===== src/rtl/ddr3_burst_scheduler.sv =====
// ddr3_burst_scheduler
//   Arbitrates the DDR3 MIG user (app_*) interface between a write path that
//   drains an upstream FWFT FIFO into a DDR3 ring buffer and a read path that
//   refills a downstream FIFO from that ring. Keeps the ring pointers, the fill
//   level and the downstream credit count, and hands out bursts of at most
//   MAX_BURST beats, alternating sides when both want the interface.
//
// Ports
//   clk, reset            MIG ui clock, synchronous active-high reset
//   init_calib_complete   MIG calibration done; nothing issues before it
//   play_en               allows read requests
//   wr_fifo_empty/dout    upstream FIFO status and head word
//   wr_fifo_rd_en         pops the upstream FIFO (one pop per write beat)
//   rd_fifo_pop           downstream consumer took a word (returns a credit)
//   app_addr/cmd/en/rdy   MIG command channel
//   app_wdf_data/wren/end/rdy  MIG write-data channel
//   ddr_level             beats currently held in the ring
//   wr_grant, rd_grant    current owner of the app interface
module ddr3_burst_scheduler #(
   parameter int ADDR_W     = 29,
   parameter int DATA_W     = 256,
   parameter int BASE_ADDR  = 0,
   parameter int ADDR_INC   = 8,
   parameter int DEPTH      = 1024,
   parameter int MAX_BURST  = 32,
   parameter int RD_CREDITS = 16
) (
   input  logic              clk,
   input  logic              reset,
   input  logic              init_calib_complete,
   input  logic              play_en,
   input  logic              wr_fifo_empty,
   input  logic [DATA_W-1:0] wr_fifo_dout,
   output logic              wr_fifo_rd_en,
   input  logic              rd_fifo_pop,
   output logic [ADDR_W-1:0] app_addr,
   output logic [2:0]        app_cmd,
   output logic              app_en,
   input  logic              app_rdy,
   output logic [DATA_W-1:0] app_wdf_data,
   output logic              app_wdf_wren,
   output logic              app_wdf_end,
   input  logic              app_wdf_rdy,
   output logic [ADDR_W-1:0] ddr_level,
   output logic              wr_grant,
   output logic              rd_grant
);

   localparam int PTR_W = $clog2(DEPTH);
   localparam int LVL_W = $clog2(DEPTH + 1);
   localparam int CRD_W = $clog2(RD_CREDITS + 1);
   localparam int BC_W  = $clog2(MAX_BURST + 1);

   localparam logic [2:0] CMD_WR = 3'b000;
   localparam logic [2:0] CMD_RD = 3'b001;

   typedef enum logic [1:0] {S_IDLE, S_WRITE, S_READ} state_t;

   state_t           state, state_nxt;
   logic             last_wr, last_wr_nxt;  // 1: last grant was WRITE
   logic             enter;                 // entering a grant this cycle
   logic [PTR_W-1:0] wr_ptr, rd_ptr, addr_ptr;
   logic [LVL_W-1:0] level;
   logic [CRD_W-1:0] credits;
   logic [BC_W-1:0]  beat_cnt;
   logic [2:0]       cmd_q;
   logic             wr_ok, rd_ok, issue_wr, issue_rd, burst_last;

   assign wr_ok = init_calib_complete & ~wr_fifo_empty & (level < LVL_W'(DEPTH));
   assign rd_ok = init_calib_complete & play_en & (level != '0) & (credits != '0);

   assign issue_wr = (state == S_WRITE) & wr_ok & app_rdy & app_wdf_rdy;
   assign issue_rd = (state == S_READ) & rd_ok & app_rdy;

   // The beat being issued now is the last one this grant may take.
   assign burst_last = (beat_cnt == BC_W'(MAX_BURST - 1));

   // ---------------- FSM ----------------
   always_ff @(posedge clk) begin
      if (reset) state <= S_IDLE;
      else       state <= state_nxt;
   end

   always_comb begin
      state_nxt   = state;
      last_wr_nxt = last_wr;
      enter       = 1'b0;
      wr_grant    = 1'b0;
      rd_grant    = 1'b0;
      case (state)
         S_IDLE: begin
            // With both sides eligible, the side that did not go last wins.
            if (wr_ok && (!rd_ok || !last_wr)) begin
               state_nxt   = S_WRITE;
               last_wr_nxt = 1'b1;
               enter       = 1'b1;
            end else if (rd_ok) begin
               state_nxt   = S_READ;
               last_wr_nxt = 1'b0;
               enter       = 1'b1;
            end
         end
         S_WRITE: begin
            wr_grant = 1'b1;
            if (!wr_ok || (issue_wr && burst_last)) state_nxt = S_IDLE;
         end
         S_READ: begin
            rd_grant = 1'b1;
            if (!rd_ok || (issue_rd && burst_last)) state_nxt = S_IDLE;
         end
         default: state_nxt = S_IDLE;
      endcase
   end

   // ---------------- datapath registers ----------------
   always_ff @(posedge clk) begin
      if (reset) begin
         last_wr  <= 1'b0;
         beat_cnt <= '0;
         wr_ptr   <= '0;
         rd_ptr   <= '0;
         level    <= '0;
         credits  <= CRD_W'(RD_CREDITS);
         cmd_q    <= CMD_WR;
      end else begin
         last_wr <= last_wr_nxt;

         if (enter)                    beat_cnt <= '0;
         else if (issue_wr | issue_rd) beat_cnt <= beat_cnt + BC_W'(1);

         if (issue_wr) begin
            wr_ptr <= (wr_ptr == PTR_W'(DEPTH - 1)) ? '0 : wr_ptr + PTR_W'(1);
            cmd_q  <= CMD_WR;
         end
         if (issue_rd) begin
            rd_ptr <= (rd_ptr == PTR_W'(DEPTH - 1)) ? '0 : rd_ptr + PTR_W'(1);
            cmd_q  <= CMD_RD;
         end

         // issue_wr and issue_rd never coincide: only one grant is active.
         if (issue_wr)      level <= level + LVL_W'(1);
         else if (issue_rd) level <= level - LVL_W'(1);

         // A read and a pop in the same cycle cancel; pops saturate at full.
         if (issue_rd && !rd_fifo_pop)
            credits <= credits - CRD_W'(1);
         else if (!issue_rd && rd_fifo_pop && credits != CRD_W'(RD_CREDITS))
            credits <= credits + CRD_W'(1);
      end
   end

   // ---------------- outputs ----------------
   assign addr_ptr      = (state == S_READ) ? rd_ptr : wr_ptr;
   assign app_addr      = ADDR_W'(BASE_ADDR) + ADDR_W'(addr_ptr) * ADDR_W'(ADDR_INC);
   assign app_en        = issue_wr | issue_rd;
   assign app_cmd       = issue_wr ? CMD_WR : (issue_rd ? CMD_RD : cmd_q);
   assign app_wdf_data  = wr_fifo_dout;
   assign app_wdf_wren  = issue_wr;
   assign app_wdf_end   = issue_wr;
   assign wr_fifo_rd_en = issue_wr;
   assign ddr_level     = ADDR_W'(level);

endmodule


===== config.mk =====
export PLATFORM = sky130hd
export DESIGN_NAME = ddr3_burst_scheduler
export DESIGN_NICKNAME = d
export VERILOG_FILES = /design/src/rtl/ddr3_burst_scheduler.sv
export SDC_FILE = /design/constraint.sdc
export NUM_CORES = 1
export LEC_CHECK = 0
export BUFFER_PORTS_ARGS = -buffer_cell sky130_fd_sc_hd__buf_2
export CAP_MARGIN = 10
export CELL_PAD_IN_SITES_DETAIL_PLACEMENT = 1
export CELL_PAD_IN_SITES_GLOBAL_PLACEMENT = 1
export CORE_AREA = 3 3 225 227
export DETAILED_ROUTE_END_ITERATION = 7
export DIE_AREA = 0 0 228 230
export PLACE_DENSITY_LB_ADDON = 0.1
export SLEW_MARGIN = 20
export SYNTH_ARGS = -nofsm -noshare
export SYNTH_HDL_FRONTEND = slang
export SYNTH_SLANG_ARGS = --single-unit

===== constraint.sdc =====
create_clock -name clk -period 3.6 [get_ports clk]
set_input_delay 0.54 -clock clk [delete_from_list [all_inputs] [get_ports clk]]
set_output_delay 0.54 -clock clk [all_outputs]
set_load 0.02 [all_outputs]

==> metrics.md, run 1 <==
| Metric | Value |
|---|---|
| Status | `completed` |
| Initial core utilization | `10.32%` |
| Iteration-0 DRC count of the detailed router | `134` |
| Tcrit/Tclk final | `86.15%` |
| Die W | `228 µm` |
| CP Launch Type | `flop` |
| Worst-path cell chain | `or4b_4 > or2_1 > buf_4 > ha_1 > nor2_1 > o21ai_0 > a41oi_1 > a31o_2 > a211oi_1` |
| Post-CTS Setup Bufs | `0` |
| Sequential-to-total area share from yosys stat | `18.26%` |
| Combinational power share | `12.6%` |
| CP Capture Type | `flop` |
| Fin. Hold Viols | `0` |
| Total track usage | `6.572%` |
| Clk root buf | `clkbuf_16` |
| Tmin final | `3101 ps` |
| Initial antenna violation count | `0` |
| Hold Path Class | `reg -> reg` |
| Setup Viol. Count Final | `0` |
| Area grow syn2layout | `-16.18%` |
| Warnings, synthesis | `0` |
| WP data arrival | `3320 ps` |
| Post-Syn Area | `5042 µm²` |
| Worst slew pin tran | `729.0 ps` |
| Rows | `81` |
| Crit Path Class | `reg -> reg` |
| Cell area power density | `297.0 nW/µm²` |
| Largest vdd supply drop | `0.0001499 V` |
| IO Count | `587` |
| Post-layout util | `8.652%` |
| Die height | `230 µm` |
| FF+latch count, synth | `46` |
| Clock Skews | `16.96 ps` |
| Max Fanout on Critical Path | `7` |
| Final HPWL DP | `14540 µm` |
| Leading area contributor after synthesis | `buf_4` |
| GRT overflow | `0` |
| Drt drc | `0` |
| Worst hold slack | `488.8 ps` |
| EDFF count, synth | `0` |
| Static leakage | `0.001598 µW` |
| Via Count | `3158` |
| Clock share of power | `45.8%` |
| Slowest cell delay on critical path | `550 ps` |
| Top post-synthesis cells by area | `buf_4, dfxtp_1, nand2_1` |
| Post-synth top flop | `dfxtp_1` |
| Count of different cell masters after synthesis | `57` |
| Nets | `717` |
| Drt pass-1 iters | `4` |
| Post-CTS sizing | `0` |
| Net Sw Power | `371.4 µW` |
| CP max-delay cell | `or4b_4` |
| Final wirelength | `17770 µm` |
| Max cap viols | `0` |
| Overall Power | `1255 µW` |
| Worst EP required | `3820 ps` |
| Setup TNS | `0 ps` |
| Reg clk slew, reported paths | `80 ps` |
| P_int | `884.1 µW` |
| Via density | `2.866` |
| Switch share | `29.58%` |
| Share of layout cells above drive strength 1 | `17.62%` |
| Sink Count | `46` |
| Worst-skew pair later-pin latency | `320 ps` |
| Post-synthesis cell count | `644` |
| TritonCTS clock tree | `built` |
| Routed wire per std cell | `16.13 µm` |
| H-tree depth | `2` |
| Largest net degree at the start of global routing | `32` |
| RSZ-0062 raised after global routing | `no` |
| Top-area cell type share of the netlist area | `44.22%` |
| GP Congestion | `0.6781` |
| Core area | `48850 µm²` |
| I/O Buffers | `35` |
| Fin. max-slew vios | `0` |
| CTS max path bufs | `2` |
| Die area | `52440 µm²` |
| Async SR Flop Fraction | `0%` |
| Post-route ant nets | `0` |
| Syn avg cell area | `7.830 µm²` |
| Fmax | `322.4 MHz` |
| Slew headroom | `50.95%` |
| CTS Hold Bufs | `0` |
| Sequential Power Share | `41.7%` |
| Vias in the first global route | `3393` |
| Global-route wire length before repair | `25160 µm` |
| CTS buffer count | `5` |
through the flow:
step           setup slack, ps  cells  area (µm²)
5_1_grt                  250.5   1101        4224
4_1_cts                  385.1   1101        4224
3_5_place_dp             163.8   1093        4059
3_3_place_gp             190.4   1093        4059
6_report                 498.5   1102        4227
2_1_floorplan            573.0    682        5185
area by class of cell:
| type | count | area, µm² |
|---|---|---|
| diodes | 1 | 2.502 |
| flip-flops and latches | 46 | 920.9 |
| clock buffers | 5 | 125.1 |
| repair buffers | 55 | 325.3 |
| fillers | 5909 | 44620 |
| well taps | 664 | 830.8 |
| clock inverters | 3 | 40.04 |
| inverters | 10 | 50.05 |
| multi-input cells | 318 | 1932 |
worst max-delay path: cells and delay by family, from the launching register on:
kind / cells / cell delay, ps
AOI/OAI and AO/OA: 4 / 1070
and+or+nand+nor: 3 / 1010
adders and majority gates: 1 / 390
DFF: 1 / 320
buffers and inverters: 1 / 220
cell families after synthesis:
group           count (synthesis)  share of synthesized area (%)
buf+inv                       318                          46.25
simple gates                  158                          15.31
compound gates                 80                          11.17
flops                          46                          18.26
xor+xnor                       18                          3.127
fa+ha+maj                      17                          4.516
mux                             6                          1.290
other cells                     1                        0.07437
cells in the mapped netlist (all sizes together) (3+ instances only):
cell    count
o211ai      5
or4         3
and3        4
ha         15
nor2b       5
nand2b      7
nand2      55
a21oi      20
xnor2       9
nor3        4
o21ai      18
nand3      16
nor2       31
or3         5
a211oi      6
buf       302
nand4       8
dfxtp      46
clkbuf      6
and2        4
a21o       10
mux2        4
xor2        9
nor4        9
inv         9
state kept, by name, summed over array words and instances, names as in the netlist:
register / count
last_wr: 1
level: 11
state: 2
wr_ptr: 10
beat_cnt: 6
rd_ptr: 10
cmd_q: 1
credits: 5
metal layers:
metal  global-route usage, %  up-vias  part of all wire [%]
met2                   9.763      258                    43
li1                        -     1388                     -
met5                   1.654        -                  0.25
met4                   3.236        2                   3.9
met3                   4.200       85                    13
met1                   7.141     1425                    39
worst paths after layout:
path | startpoint | end | slack, ps | depth (start not counted)
max | level[10] | level[10] | 500 | 9
min | last_wr | last_wr | 490 | 2
max reg2reg | level[10] | level[10] | 500 | 9
min reg2reg | last_wr | last_wr | 490 | 2
power groups by stage:
stage          logic, µW  registers, µW  clock network, µW
2_1_floorplan        552            535                  0
3_3_place_gp         160            535                  0
3_5_place_dp         161            535                  0
4_1_cts              160            523                621
5_1_grt              175            524                641
6_report             158            523                575
cell usage in the layout, fill, tap and decap left out, drive strengths merged, types with 10 or more instances in the layout:
cell type	n
a21o	10
nor2	31
nand2	55
nand3	16
a21oi	20
ha	15
buf	55
conb	39
dfxtp	46
o21ai	18
(Power assumes the default switching activity.)
==> inputs of run 2 (changes only) <==
--- a/config.mk
+++ b/config.mk
@@ -9,9 +9,10 @@
 export CAP_MARGIN = 10
 export CELL_PAD_IN_SITES_DETAIL_PLACEMENT = 1
 export CELL_PAD_IN_SITES_GLOBAL_PLACEMENT = 1
-export CORE_AREA = 3 3 225 227
+export CORE_AREA = 3 3 227 229
+export CTS_BUF_LIST = sky130_fd_sc_hd__clkbuf_4 sky130_fd_sc_hd__clkbuf_8
 export DETAILED_ROUTE_END_ITERATION = 7
-export DIE_AREA = 0 0 228 230
+export DIE_AREA = 0 0 230 232
 export PLACE_DENSITY_LB_ADDON = 0.1
 export SLEW_MARGIN = 20
 export SYNTH_ARGS = -nofsm -noshare
==> run 2 against run 1 <==
Effect of this change:
- fmax is 4.4% lower
- clock power is 27% lower
- combinational power hardly changed
- critical path depth is 1 lower
- clock skew is 8.0 ps lower
- via count hardly changed
- sequential share of layout area is 0.41 points higher
- non-clock buffer count is 4 lower
- hold slack worse by 2.4 ps
- utilization is 0.33 points lower
- critical path type unchanged
- highest routed layer unchanged
==> metrics.md, run 2 (same netlist as run 1, synthesis figures left out) <==
| Metric | Value |
|---|---|
| Status | `completed` |
| Sum of buffers and inverters on the critical path | `0 (-1)` |
| Worst reg2reg setup slack | `360 ps (-140 ps)` |
| RSZ-0062 raised after global routing | `no` |
| R2R cell count | `8 (-1)` |
| Global routing's busiest layer | `met2` |
| Grt met2 use | `8.963% (-0.80 points)` |
| Dpl cells | `1097 (+0.37%)` |
| Worst slew pin tran | `718.2 ps (-10.78 ps)` |
| Setup Viol. Count Final | `0 (unchanged)` |
| Met3 usage | `4.845% (+0.65 points)` |
| Post-CTS Setup Bufs | `0 (unchanged)` |
| Fmax | `308.3 MHz (-4.4%)` |
| Area grow syn2layout | `-17.72%` |
| Sink Count | `46 (unchanged)` |
| Slowest cell delay on critical path | `550 ps (about the same)` |
| Most frequent cells in the layout | `nand2_1, dfxtp_1, conb_1` |
| Die area | `53360 µm² (+1.8%)` |
| Commonest non-fill, non-tap cell in the layout | `nand2_1` |
| Hold Startpoint | `beat_cnt[1]` |
| GRT overflow | `0 (unchanged)` |
| CTS Hold Bufs | `0 (unchanged)` |
| Finished Layout Cells | `1105 (+0.27%)` |
| TritonCTS clock tree | `built` |
| Iteration-0 DRC count of the detailed router | `108 (-19%)` |
| Initial antenna violation count | `2 (+2)` |
| CTS buffer count | `5 (unchanged)` |
| GP Congestion | `0.7225 (+6.5%)` |
| Post-CTS sizing | `0 (unchanged)` |
| Fin. max-slew vios | `0 (unchanged)` |
| Cell area power density | `264.5 nW/µm² (-11%)` |
| Largest net degree at the start of global routing | `32 (unchanged)` |
| Reg clk slew, reported paths | `110 ps (+30 ps)` |
| Largest delay share family, worst path | `compound AO/OA/AOI/OAI gates` |
| WP data arrival | `3460 ps (+140 ps)` |
| Pre-CTS WS | `133.7 ps (-30.14 ps)` |
| Met1 Usage GRT | `7.029% (-0.11 points)` |
| Area of the multi-input gates | `1932 µm² (unchanged)` |
| Die W | `230 µm (+0.88%)` |
| Setup crit end | `level[10]` |
| Worst EP required | `3810 ps (about the same)` |
| Tcrit/Tclk final | `90.09% (+3.9 points)` |
| RR Startpoint | `state[1]` |
| Die height | `232 µm (+0.87%)` |
| Largest vdd supply drop | `0.0001073 V (-28%)` |
| H-tree depth | `2 (unchanged)` |
| Clock Skews | `8.961 ps (-8.002 ps)` |
| Crit path depth | `8 (-1)` |
| Max Fanout on Critical Path | `7 (unchanged)` |
| Hold Path Class | `reg -> reg` |
| Crit Path Class | `reg -> reg` |
| Tmin final | `3243 ps (+141.7 ps)` |
| N_diodes | `0 (-1)` |
| Vias in the first global route | `3305 (-2.6%)` |
| Overall Power | `1098 µW (-13%)` |
| Drt pass-1 iters | `4 (unchanged)` |
| Max FFs per register | `11 (unchanged)` |
| Final wirelength | `17610 µm (-0.89%)` |
| Final worst slack | `356.9 ps (-141.7 ps)` |
| I/O Buffers | `35 (unchanged)` |
| Via Count | `3161 (+0.095%)` |
| CP max-delay cell | `or4b_4` |
| Largest Register | `level` |
| Register area | `920.9 µm² (unchanged)` |
| Slew headroom | `51.68% (+0.73 points)` |
| Via density | `2.861 (-0.18%)` |
| Critical path's most frequent cell | `a211oi_1` |
| Core area | `49860 µm² (+2.1%)` |
| Total track usage | `6.362% (-0.21 points)` |
| CP Capture Type | `flop` |
| Nets | `713 (-0.56%)` |
| Top flop regs | `level: 11 flops, rd_ptr: 10 flops, wr_ptr: 10 flops` |
| Dpl cell area | `4039 µm² (-0.49%)` |
| Worst r2r dst | `level[10]` |
| Post-route ant nets | `0 (unchanged)` |
| Final HPWL DP | `14530 µm (about the same)` |
| Design Area, Final | `4149 µm² (-1.8%)` |
| Share of layout cells above drive strength 1 | `16.86% (-0.76 points)` |
| Initial core utilization | `10.11% (-0.21 points)` |
| Routed wire per std cell | `15.94 µm (-1.2%)` |
| Fin. Hold Viols | `0 (unchanged)` |
| IO Count | `587 (unchanged)` |
| Clk root buf | `clkbuf_8` |
| CTS max path bufs | `2 (unchanged)` |
| Setup TNS | `0 ps (unchanged)` |
| Max cap viols | `0 (unchanged)` |
| Rows | `82 (+1.2%)` |
| Global-route wire length before repair | `24430 µm (-2.9%)` |
| CP Launch Type | `flop` |
| Static leakage | `0.001549 µW (-3.1%)` |
| Fill count | `6005 (+1.6%)` |
| Setup crit start | `state[1]` |
| Worst-skew pair later-pin latency | `330 ps (about the same)` |
| Drt drc | `0 (unchanged)` |
| Worst-path cell chain | `or4b_4 > or2_1 > fa_1 > a211oi_1 > o211ai_1 > a41oi_1 > a31o_2 > a211oi_1` |
[run 2: changes by cell type in the layout (fill, tap and decap cells not counted), sizes merged]
cell / previous run / this run
clkinv: 3 / 1
bufinv: 1 / 0
diode: 1 / 0
buf: 55 / 51
clkbuf: 5 / 8
[run 2: layer usage]
| layer | up-vias | part of all wire (%) |
|---|---|---|
| met2 | 231 | 42 |
| met3 | 75 | 15 |
| met5 | - | 0.26 |
| met4 | 6 | 3.5 |
| met1 | 1466 | 39 |
| li1 | 1383 | - |
[run 2: worst reg2reg max path, delay by kind of cell (launching register included)]
family	cells	cell delay, ps
fa+ha+maj	1	540
simple gates	2	960
flops	1	400
compound gates	5	1210
[run 2: stage by stage]
| stage | utilization [%] | hold slack [ps] |
|---|---|---|
| final | 8.321 | 486.3 |
| after detailed placement | 8.100 | 477.4 |
| after global routing | 8.321 | 494.2 |
| after floorplan | - | 447.5 |
| after global placement | 8.100 | 463.7 |
| after CTS | 8.321 | 470.7 |
[run 2: area by class of cell]
class | count | share of cell area (%)
clock buffers | 8 | 2.654
inverters | 10 | 1.206
multi-input cells | 318 | 46.56
flip-flops and latches | 46 | 22.20
well taps | 672 | 20.27
repair buffers | 51 | 7.117
[run 2: worst min-delay path by stage]
| stage | cells after the start | endpoint | slack [ps] |
|---|---|---|---|
| 2_1_floorplan | 2 | beat_cnt[5] | 450 |
| 3_3_place_gp | 2 | beat_cnt[1] | 460 |
| 3_5_place_dp | 2 | beat_cnt[1] | 480 |
| 4_1_cts | 3 | state[0] | 470 |
| 5_1_grt | 3 | state[0] | 490 |
| 6_report | 2 | beat_cnt[1] | 490 |
[run 2: report_power, final]
| group | internal (µW) | switching [µW] |
|---|---|---|
| Combinational | 42.3 | 114 |
| Clock | 195 | 222 |
| Sequential | 515 | 8.42 |
| Total | 753 | 345 |
==> inputs of run 3 (changes only) <==
--- a/config.mk
+++ b/config.mk
@@ -13,6 +13,7 @@
 export CTS_BUF_LIST = sky130_fd_sc_hd__clkbuf_4 sky130_fd_sc_hd__clkbuf_8
 export DETAILED_ROUTE_END_ITERATION = 7
 export DIE_AREA = 0 0 230 232
+export GPL_TIMING_DRIVEN = 0
 export PLACE_DENSITY_LB_ADDON = 0.1
 export SLEW_MARGIN = 20
 export SYNTH_ARGS = -nofsm -noshare
==> run 3 against run 2 <==
Effect of this change:
- power rose by 50%
- utilization rose by 6.9 points
- largest power group is now combinational logic
- combinational power rose to 4.8 times the previous value
- fmax fell by 3.8%
- clock skew rose by 4.8 ps
==> metrics.md, run 3 (same netlist as run 1, synthesis figures left out) <==
| Metric | Value |
|---|---|
| Status | `completed` |
| Clock share of power | `23.0% (-15 points)` |
| Slew headroom | `46.08% (-5.6 points)` |
| Hold Path Class | `reg -> reg` |
| Total track usage | `7.821% (+1.5 points)` |
| Combinational power share | `45.2% (+31 points)` |
| Most frequent cells in the layout | `buf_4, buf_2, nand2_1` |
| Routed wire per std cell | `13.85 µm (-13%)` |
| Worst-path cell chain | `or4b_4 > or2_1 > buf_6 > fa_1 > a211oi_2 > o211ai_1 > a41oi_1 > a31o_2 > a211oi_1` |
| Slowest cell delay on critical path | `600 ps (+50 ps)` |
| Post-CTS Setup Bufs | `0 (unchanged)` |
| Reg clk slew, reported paths | `110 ps (about the same)` |
| Die height | `232 µm (unchanged)` |
| Largest net degree at the start of global routing | `15 (-53%)` |
| GRT overflow | `0 (unchanged)` |
| Nets | `1261 (+77%)` |
| Worst slew pin tran | `801.4 ps (+83.19 ps)` |
| CP Launch Type | `flop` |
| Pre-CTS WS | `-142.9 ps (-276.6 ps)` |
| Max FFs per register | `11 (unchanged)` |
| WP data arrival | `3580 ps (+120 ps)` |
| Crit Path Class | `reg -> reg` |
| Design Area, Final | `7582 µm² (+83%)` |
| H-tree depth | `2 (unchanged)` |
| CP max-delay cell | `or4b_4` |
| Final HPWL DP | `20210 µm (+39%)` |
| Drt drc | `0 (unchanged)` |
| Clk root buf | `clkbuf_8` |
| Setup Viol. Count Final | `0 (unchanged)` |
| TritonCTS clock tree | `built` |
| Worst-skew pair later-pin latency | `340 ps (about the same)` |
| Die W | `230 µm (unchanged)` |
| Worst EP required | `3810 ps (about the same)` |
| Switch share | `38.95% (+7.5 points)` |
| Via Count | `5083 (+61%)` |
| CTS max path bufs | `2 (unchanged)` |
| Highest routed layer | `met5` |
| Fin. Hold Viols | `0 (unchanged)` |
| Fmax | `296.7 MHz (-3.8%)` |
| Share of layout cells above drive strength 1 | `62.69% (+46 points)` |
| Tcrit/Tclk final | `93.62% (+3.5 points)` |
| Clock Skews | `13.79 ps (+4.832 ps)` |
| Core area | `49860 µm² (unchanged)` |
| Sequential Power Share | `31.8% (-16 points)` |
| Met2 WL | `11910 µm (+61%)` |
| Post-route ant nets | `0 (unchanged)` |
| Via density | `3.075 (+7.5%)` |
| Net Sw Power | `643.1 µW (+87%)` |
| N_diodes | `0 (unchanged)` |
| Fin. max-slew vios | `0 (unchanged)` |
| Static leakage | `0.003950 µW (+150%)` |
| Max Fanout on Critical Path | `14 (+7)` |
| Drt pass-1 iters | `4 (unchanged)` |
| DRT met1 WL | `8962 µm (+29%)` |
| Top flop regs | `level: 11 flops, rd_ptr: 10 flops, wr_ptr: 10 flops` |
| Final wirelength | `22890 µm (+30%)` |
| GP Congestion | `0.7067 (-2.2%)` |
| Sum of buffers and inverters on the critical path | `1 (+1)` |
| IO Count | `587 (unchanged)` |
| RSZ-0062 raised after global routing | `no` |
| Global-route wire length before repair | `32360 µm (+32%)` |
| Worst hold slack | `493.5 ps (+7.191 ps)` |
| Largest Register | `level` |
| Area grow syn2layout | `50.37%` |
| Largest vdd supply drop | `0.0001368 V (+28%)` |
| Met3 Wirelength | `1907 µm (-28%)` |
| Initial core utilization | `10.11% (unchanged)` |
| Vias in the first global route | `5219 (+58%)` |
| Dpl cell area | `7482 µm² (+85%)` |
| Largest delay share family, worst path | `compound AO/OA/AOI/OAI gates` |
| Cell area power density | `217.7 nW/µm² (-18%)` |
| P_int | `1008 µW (+34%)` |
| Rows | `82 (unchanged)` |
| Tmin final | `3370 ps (+127.1 ps)` |
| CP Capture Type | `flop` |
| CTS buffer count | `5 (unchanged)` |
| Commonest non-fill, non-tap cell in the layout | `buf_4` |
| I/O Buffers | `291 (+730%)` |
| Sink Count | `46 (unchanged)` |
| Die area | `53360 µm² (unchanged)` |
| Iteration-0 DRC count of the detailed router | `145 (+34%)` |
| Final worst slack | `229.8 ps (-127.1 ps)` |
| Initial antenna violation count | `1 (-1)` |
| Max cap viols | `0 (unchanged)` |
## run 3: changes by cell type in the layout (fill, tap and decap cells not counted), sizes merged
cell / before / now
clkinv: 1 / 2
clkbuf: 8 / 12
clkinvlp: 0 / 1
buf: 51 / 593
## run 3: metal layers
layer / up-vias / track usage (%)
li1: 2478 / -
met1: 2354 / 9.372
met2: 240 / 13.95
met3: 9 / 2.662
met4: 2 / 0.8184
met5: - / 0
## run 3: path summary, 6_finish.rpt
path         cells past startpoint  slack, ps           to         from
min                              2        490  beat_cnt[1]  beat_cnt[1]
max reg2reg                      9        230    level[10]    level[10]
min reg2reg                      2        490  beat_cnt[1]  beat_cnt[1]
max                              9        230    level[10]    level[10]
## run 3: cell type report
| cell class | count | area, µm² |
|---|---|---|
| plain buffers | 308 | 2282 |
| clock buffers | 6 | 82.58 |
| clock inverters | 2 | 12.51 |
| fillers | 6133 | 42280 |
| inverters | 10 | 50.05 |
| multi-input cells | 318 | 1937 |
| flip-flops and latches | 46 | 920.9 |
| well taps | 672 | 840.8 |
| repair buffers | 291 | 1456 |
## run 3: what timing repair did
action | 4_1_cts | 5_1_grt
resized for setup | 0 | 1
hold buffers | 0 | 0
endpoints found under the setup margin | 0 | 1
## run 3: worst register-to-register path, stage by stage (launching register included)
cell and delay, ps:
dfxtp_1 410, or4b_4 600, or2_1 250, buf_6 180
fa_1 530, a211oi_2 370, o211ai_1 240, a41oi_1 420
a31o_2 210, a211oi_1 40
## run 3: power groups by stage
| stage | logic, µW | clock network [µW] | registers (µW) |
|---|---|---|---|
| after floorplan | 552 | 0 | 535 |
| after global placement | 752 | 0 | 537 |
| after detailed placement | 754 | 0 | 537 |
| after CTS | 756 | 416 | 526 |
| after global routing | 799 | 432 | 527 |
| final | 747 | 380 | 525 |
## run 3: metrics by stage
stage / utilization [%] / TNS, ps / total power (µW) / cells
CTS: 15.20 / 0 / 1698 / 1653
finish: 15.21 / 0 / 1651 / 1653
global placement: 15.01 / -172.9 / 1290 / 1645
detailed placement: 15.01 / -142.9 / 1292 / 1645
floorplan: - / 0 / 1088 / 682
global route: 15.21 / 0 / 1758 / 1653
